===== src/rtl/mem_port_arbiter.sv =====
// mem_port_arbiter
//   Shares one single-port memory between instruction fetch (IF) and
//   load/store (LS). One transaction is outstanding at a time. Simultaneous
//   requests are granted round-robin, and IF wins the first tie after reset.
//   Sequence: IDLE (grant) -> ISSUE (mem_req_valid_o) -> WAIT (response) -> IDLE.
//   The owner's rsp_valid pulses one cycle after the memory response.
//
// Ports
//   clk_i, rst_i              clock, synchronous active-high reset
//   if_req_*_i/_o             fetch request handshake and address
//   if_rsp_valid_o/data_o     fetch response pulse and data
//   ls_req_*_i/_o             load/store request handshake, addr/wen/wdata/wstrb
//   ls_rsp_valid_o/data_o     load data or store ack (data 0 for stores)
//   mem_req_valid_o/ready_i   memory request handshake
//   mem_addr/wen/wdata/wstrb_o registered request fields
//   mem_rsp_valid_i/data_i    memory response
//   busy_o                    transaction in flight
//   timeout_err_o             sticky watchdog flag
//
// Build option
//   ARB_TIMEOUT_EN : watchdog. It aborts a transaction after TIMEOUT cycles
//                    in ISSUE/WAIT and returns 32'hDEAD_BEEF to the owner.
//                    If undefined, the arbiter waits forever and timeout_err_o is 0.
//
// state  | meaning
// IDLE   | readies live, grant on any valid request
// ISSUE  | mem_req_valid_o high, waiting for mem_req_ready_i
// WAIT   | request accepted by memory, waiting for mem_rsp_valid_i
module mem_port_arbiter #(
    parameter int ADDR_W  = 32,
    parameter int DATA_W  = 32,
    parameter int TIMEOUT = 255
) (
    input  logic                  clk_i,
    input  logic                  rst_i,
    input  logic                  if_req_valid_i,
    output logic                  if_req_ready_o,
    input  logic [ADDR_W-1:0]     if_req_addr_i,
    output logic                  if_rsp_valid_o,
    output logic [DATA_W-1:0]     if_rsp_data_o,
    input  logic                  ls_req_valid_i,
    output logic                  ls_req_ready_o,
    input  logic [ADDR_W-1:0]     ls_req_addr_i,
    input  logic                  ls_req_wen_i,
    input  logic [DATA_W-1:0]     ls_req_wdata_i,
    input  logic [DATA_W/8-1:0]   ls_req_wstrb_i,
    output logic                  ls_rsp_valid_o,
    output logic [DATA_W-1:0]     ls_rsp_data_o,
    output logic                  mem_req_valid_o,
    input  logic                  mem_req_ready_i,
    output logic [ADDR_W-1:0]     mem_addr_o,
    output logic                  mem_wen_o,
    output logic [DATA_W-1:0]     mem_wdata_o,
    output logic [DATA_W/8-1:0]   mem_wstrb_o,
    input  logic                  mem_rsp_valid_i,
    input  logic [DATA_W-1:0]     mem_rsp_data_i,
    output logic                  busy_o,
    output logic                  timeout_err_o
);

    localparam int   STRB_W = DATA_W / 8;
    localparam logic OWN_IF = 1'b0;
    localparam logic OWN_LS = 1'b1;

    typedef enum logic [1:0] {ST_IDLE, ST_ISSUE, ST_WAIT} state_t;

    state_t              state_q, state_d;
    logic                owner_q, last_grant_q;
    logic [ADDR_W-1:0]   mem_addr_q;
    logic                mem_wen_q;
    logic [DATA_W-1:0]   mem_wdata_q;
    logic [STRB_W-1:0]   mem_wstrb_q;
    logic                if_rsp_valid_q, ls_rsp_valid_q;
    logic [DATA_W-1:0]   if_rsp_data_q, ls_rsp_data_q;

    logic                grant_if, grant_ls, accept;
    logic                rsp_hit, timeout_hit, done;
    logic [DATA_W-1:0]   rsp_word;

    // IF wins unless LS is also valid and IF was granted last.
    assign grant_if = if_req_valid_i && (!ls_req_valid_i || last_grant_q == OWN_LS);
    assign grant_ls = ls_req_valid_i && !grant_if;
    assign accept   = (state_q == ST_IDLE) && (grant_if || grant_ls);
    assign rsp_hit  = (state_q == ST_WAIT) && mem_rsp_valid_i;
    assign done     = rsp_hit || timeout_hit;

`ifdef ARB_TIMEOUT_EN
    localparam int CNT_W = $clog2(TIMEOUT + 1);
    localparam logic [CNT_W-1:0] CNT_LAST = CNT_W'(TIMEOUT - 1);

    logic [CNT_W-1:0] cnt_q;
    logic             timeout_err_q;

    // The counter reaches TIMEOUT on the cycle that sees CNT_LAST.
    // A real response arriving in that same cycle takes precedence.
    assign timeout_hit = (state_q != ST_IDLE) && (cnt_q == CNT_LAST) && !rsp_hit;

    always_ff @(posedge clk_i) begin
        if (rst_i) begin
            cnt_q         <= '0;
            timeout_err_q <= 1'b0;
        end else begin
            if (accept) begin
                cnt_q <= '0;
            end else if (state_q != ST_IDLE) begin
                cnt_q <= cnt_q + 1'b1;
            end
            if (timeout_hit) begin
                timeout_err_q <= 1'b1;
            end
        end
    end

    assign timeout_err_o = timeout_err_q;
    assign rsp_word = timeout_hit ? DATA_W'(32'hDEAD_BEEF)
                    : (mem_wen_q ? '0 : mem_rsp_data_i);
`else
    logic unused_timeout;
    assign unused_timeout = (TIMEOUT == 0);
    assign timeout_hit    = 1'b0;
    assign timeout_err_o  = 1'b0;
    assign rsp_word       = mem_wen_q ? '0 : mem_rsp_data_i;
`endif

    always_ff @(posedge clk_i) begin
        if (rst_i) begin
            state_q <= ST_IDLE;
        end else begin
            state_q <= state_d;
        end
    end

    always_comb begin
        state_d = state_q;
        case (state_q)
            ST_IDLE:  if (accept) state_d = ST_ISSUE;
            ST_ISSUE: begin
                if (timeout_hit)          state_d = ST_IDLE;
                else if (mem_req_ready_i) state_d = ST_WAIT;
            end
            ST_WAIT:  if (done) state_d = ST_IDLE;
            default:  state_d = ST_IDLE;
        endcase
    end

    always_comb begin
        if_req_ready_o  = (state_q == ST_IDLE) && grant_if;
        ls_req_ready_o  = (state_q == ST_IDLE) && grant_ls;
        mem_req_valid_o = (state_q == ST_ISSUE);
        busy_o          = (state_q != ST_IDLE);
    end

    always_ff @(posedge clk_i) begin
        if (rst_i) begin
            owner_q        <= OWN_IF;
            last_grant_q   <= OWN_LS;
            mem_addr_q     <= '0;
            mem_wen_q      <= 1'b0;
            mem_wdata_q    <= '0;
            mem_wstrb_q    <= '0;
            if_rsp_valid_q <= 1'b0;
            ls_rsp_valid_q <= 1'b0;
            if_rsp_data_q  <= '0;
            ls_rsp_data_q  <= '0;
        end else begin
            if_rsp_valid_q <= 1'b0;
            ls_rsp_valid_q <= 1'b0;
            if (accept) begin
                owner_q      <= grant_ls;
                last_grant_q <= grant_ls;
                mem_addr_q   <= grant_ls ? ls_req_addr_i : if_req_addr_i;
                mem_wen_q    <= grant_ls && ls_req_wen_i;
                mem_wdata_q  <= grant_ls ? ls_req_wdata_i : '0;
                mem_wstrb_q  <= (grant_ls && ls_req_wen_i) ? ls_req_wstrb_i : '0;
            end
            if (done) begin
                if (owner_q == OWN_LS) begin
                    ls_rsp_valid_q <= 1'b1;
                    ls_rsp_data_q  <= rsp_word;
                end else begin
                    if_rsp_valid_q <= 1'b1;
                    if_rsp_data_q  <= rsp_word;
                end
            end
        end
    end

    assign mem_addr_o     = mem_addr_q;
    assign mem_wen_o      = mem_wen_q;
    assign mem_wdata_o    = mem_wdata_q;
    assign mem_wstrb_o    = mem_wstrb_q;
    assign if_rsp_valid_o = if_rsp_valid_q;
    assign if_rsp_data_o  = if_rsp_data_q;
    assign ls_rsp_valid_o = ls_rsp_valid_q;
    assign ls_rsp_data_o  = ls_rsp_data_q;

endmodule


===== config.mk =====
export PLATFORM = sky130hd
export DESIGN_NAME = mem_port_arbiter
export DESIGN_NICKNAME = d
export VERILOG_FILES = /design/src/rtl/mem_port_arbiter.sv
export SDC_FILE = /design/constraint.sdc
export NUM_CORES = 1
export LEC_CHECK = 0
export ABC_AREA = 1
export CORE_UTILIZATION = 40
export CTS_CLUSTER_DIAMETER = 120
export DETAILED_ROUTE_END_ITERATION = 16
export PLACE_DENSITY_LB_ADDON = 0.15
export SYNTH_ARGS = -nofsm -noshare
export SYNTH_HDL_FRONTEND = slang
export SYNTH_SLANG_ARGS = --single-unit

===== constraint.sdc =====
create_clock -name clk_i -period 1.43 [get_ports clk_i]
set_input_delay 0.2145 -clock clk_i [delete_from_list [all_inputs] [get_ports clk_i]]
set_output_delay 0.2145 -clock clk_i [all_outputs]
set_load 0.02 [all_outputs]

==> impl_results.md <==
- Synth Net Count: 861
- Async set or reset register ratio after synthesis: 0
- Slowest CP cell: dfxtp_2
- Drt first pass iters: 4
- Commonest non-fill, non-tap cells in the layout: 200 x nand2_1, 137 x dfxtp_1, 137 x clkdlybuf4s50_1
- Synth top area cells: dfxtp_1 52%, nand2_1 14%, a21oi_1 9.6%, nor2_1 5.0%, nand3_1 3.4%
- CTS clk-pin slew, worst paths: 0.06 ns
- Max VDD drop: 0.0007531 V
- Synth-to-Final Area Change: 68.07%
- Reg2reg path depth: 8
- Top cell type's share of synthesized area: 0.5184
- Period utilization: 0.9970
- Critical path class: flop to output pin
- Max_cap viols: 0
- Detailed Route Iter0 Violations: 375
- CTS tree: built
- RD Place Congestion: 0.7792
- Post-layout util: 0.7006
- IO buf count: 277
- Total number of H-tree levels: 4
- Clock buffer depth: 2
- Library cells used by synthesis: 22
- RSZ-0062 raised after global routing: true
- Number of flops mapped to enable cells by yosys: 0
- CP endpoint kind: output pin
- Worst Hold Path Cells: 3
- Drt wl/cell: 14.18 um
- N_diodes: 0
- DIE AREA: 13890 um2
- Fmax: about 700 MHz
- Die X: 117.8 um
- Total track usage: 0.2366
- Rows: 41
- Final Hold Fails: 0
- DRC: 0
- Crit path cell chain: a21oi_4 > nand2_2 > inv_2 > buf_4
- Hold Crit Class: input pin to flop
- Dominant cell type by area after synthesis: dfxtp_1
- Core area: 12880 um2
- Crit path time final: ~1.4 ns
- Worst-path fanout max: 3
- Post-Synthesis Cells: 722
- Die H: about 120 um
- Required time worst endpoint: 1.22 ns
- Number of synthesized register bits: 139
- DRT antenna net count: 0
- Vias per cell: 4.733
- WL final: 16800 um
- Syn avg cell area: 7.434 um2
- Commonest non-fill, non-tap cell in the layout: nand2_1
- I/O pin total: about 280
- Routed vias: 5609
- Cell area after synthesis: 5368 um2
- Finished Cell Area: 9021 um2
- Gr ovfl total: 0
- First-pass GRT wire length: 26270 um
- Setup TNS: 0 ns
- CP startpoint kind: flop
- Power, Total: 11.00 mW
- Antenna violations before repair: 0
- Number of buffers created by CTS: 17
- WP data arrival: 1.21 ns
- Max Slew Vio Count: 0
- Post-detail-place hpwl: between 10000 and 15000 um
- PD cells: 1219 nW/um2
- Leak: 4.457 nW
- Area after DPL: approximately 8400 um2
- Initial Util: 0.4169
- Final count of negative-setup-slack endpoints: 0
- Ys flop type: dfxtp_1
- Crit-path max cell delay: roughly 0.35 ns
- Seq/Total Area, Yosys: 0.5184
- Post-layout nets: 1139
- Vias in the first global route: 5238
- CTS Root Cell: clkbuf_16
- Worst Skew: ~0.0095 ns
- Ys Warns: 0
- Worst-skew pair later-pin latency: between 0.4 and 0.5 ns
- Hold_buf cts: 0
- Status: completed
- Maximum number of pins on one net before global-route repair: 65
- Clock Sinks: 139
- Share of cells above drive strength 1: 0.08490
## where the power goes
| group | leakage, nW | switching [mW] | internal [mW] |
|---|---|---|---|
| clock network | 0.297 | 1.70 | 2.86 |
| registers | 1.13 | 0.116 | 4.12 |
| logic | 3.03 | 1.19 | 1.03 |
| total | 4.46 | 3.00 | 8.00 |
## cell families after synthesis
group           synth area share
simple gates              0.2387
flops                     0.5184
other cells            0.0006986
compound gates            0.1583
buf+inv                  0.08392
## routing by layer
layer | track usage | share of wire | up-vias
met2 | 0.4092 | 0.49 | 181
met3 | 0.08091 | 0.071 | 19
met1 | 0.2700 | 0.43 | 2527
li1 | - | - | 2882
met4 | 0.08173 | 0.012 | 0
met5 | 0 | 0 | -
## through the flow
stage	instances	hold slack [ns]	setup WS [ns]
detailed placement	1145	0.4528	-0.4259
floorplan	722	0.3571	0.2476
CTS	1177	0.2807	-0.03447
global route	1185	0.3016	-0.08195
finish	1185	0.3026	0.004280
global placement	1145	0.4506	-0.4165
## sequential cells by signal, summed over array words and instances (netlist names)
name / count
mem_wdata_o: 32
ls_rsp_valid_o: 1
mem_wstrb_o: 4
mem_addr_o: 32
state_q: 2
if_rsp_data_o: 32
owner_q: 1
if_rsp_valid_o: 1
mem_wen_o: 1
last_grant_q: 1
ls_rsp_data_o: 32
## worst max-delay path, delay by kind of cell (launching register included)
family | cells | cell delay, ns
buf+inv | 2 | 0.19
compound gates | 1 | 0.18
flops | 1 | 0.35
simple gates | 1 | 0.08
## repair_timing
action                     4_1_cts  5_1_grt
pin swaps                        0        1
setup endpoints to repair      154       26
buffers inserted                 0        4
gates resized for setup        155       13
cloned                           0        4
## synth_stat cells (2+ instances only)
master / count
nand2_1: 201
inv_2: 5
nor2_4: 3
o21ai_0: 32
buf_2: 18
clkinv_1: 2
a21oi_1: 103
inv_1: 38
o21ai_1: 31
nor2_1: 71
nand4_1: 4
buf_6: 2
buf_4: 14
dfxtp_1: 139
nand3_1: 36
clkbuf_1: 17
## cell type report
| class | count | area (um2) |
|---|---|---|
| clock buffers | 20 | 456.7 |
| inverters | 45 | 168.9 |
| flip-flops and latches | 139 | 2785 |
| clock inverters | 12 | 162.7 |
| repair buffers | 310 | 3079 |
| multi-input cells | 487 | 2153 |
| well taps | 172 | 215.2 |
| fillers | 1116 | 3855 |
## final timing paths
kind	start	end	slack [ns]
hold / removal	rst_i	ls_rsp_valid_o$_SDFF_PP0_	0.30
setup reg to reg	state_q[0]$_SDFFE_PP0P_	if_rsp_data_o[23]$_SDFFE_PP0P_	0.05
hold reg to reg	mem_wstrb_o[1]$_SDFFE_PP0P_	mem_wstrb_o[1]$_SDFFE_PP0P_	0.46
setup / recovery	last_grant_q$_SDFFE_PP1P_	ls_req_ready_o	0.004
Power figures use the tool's default switching activity.
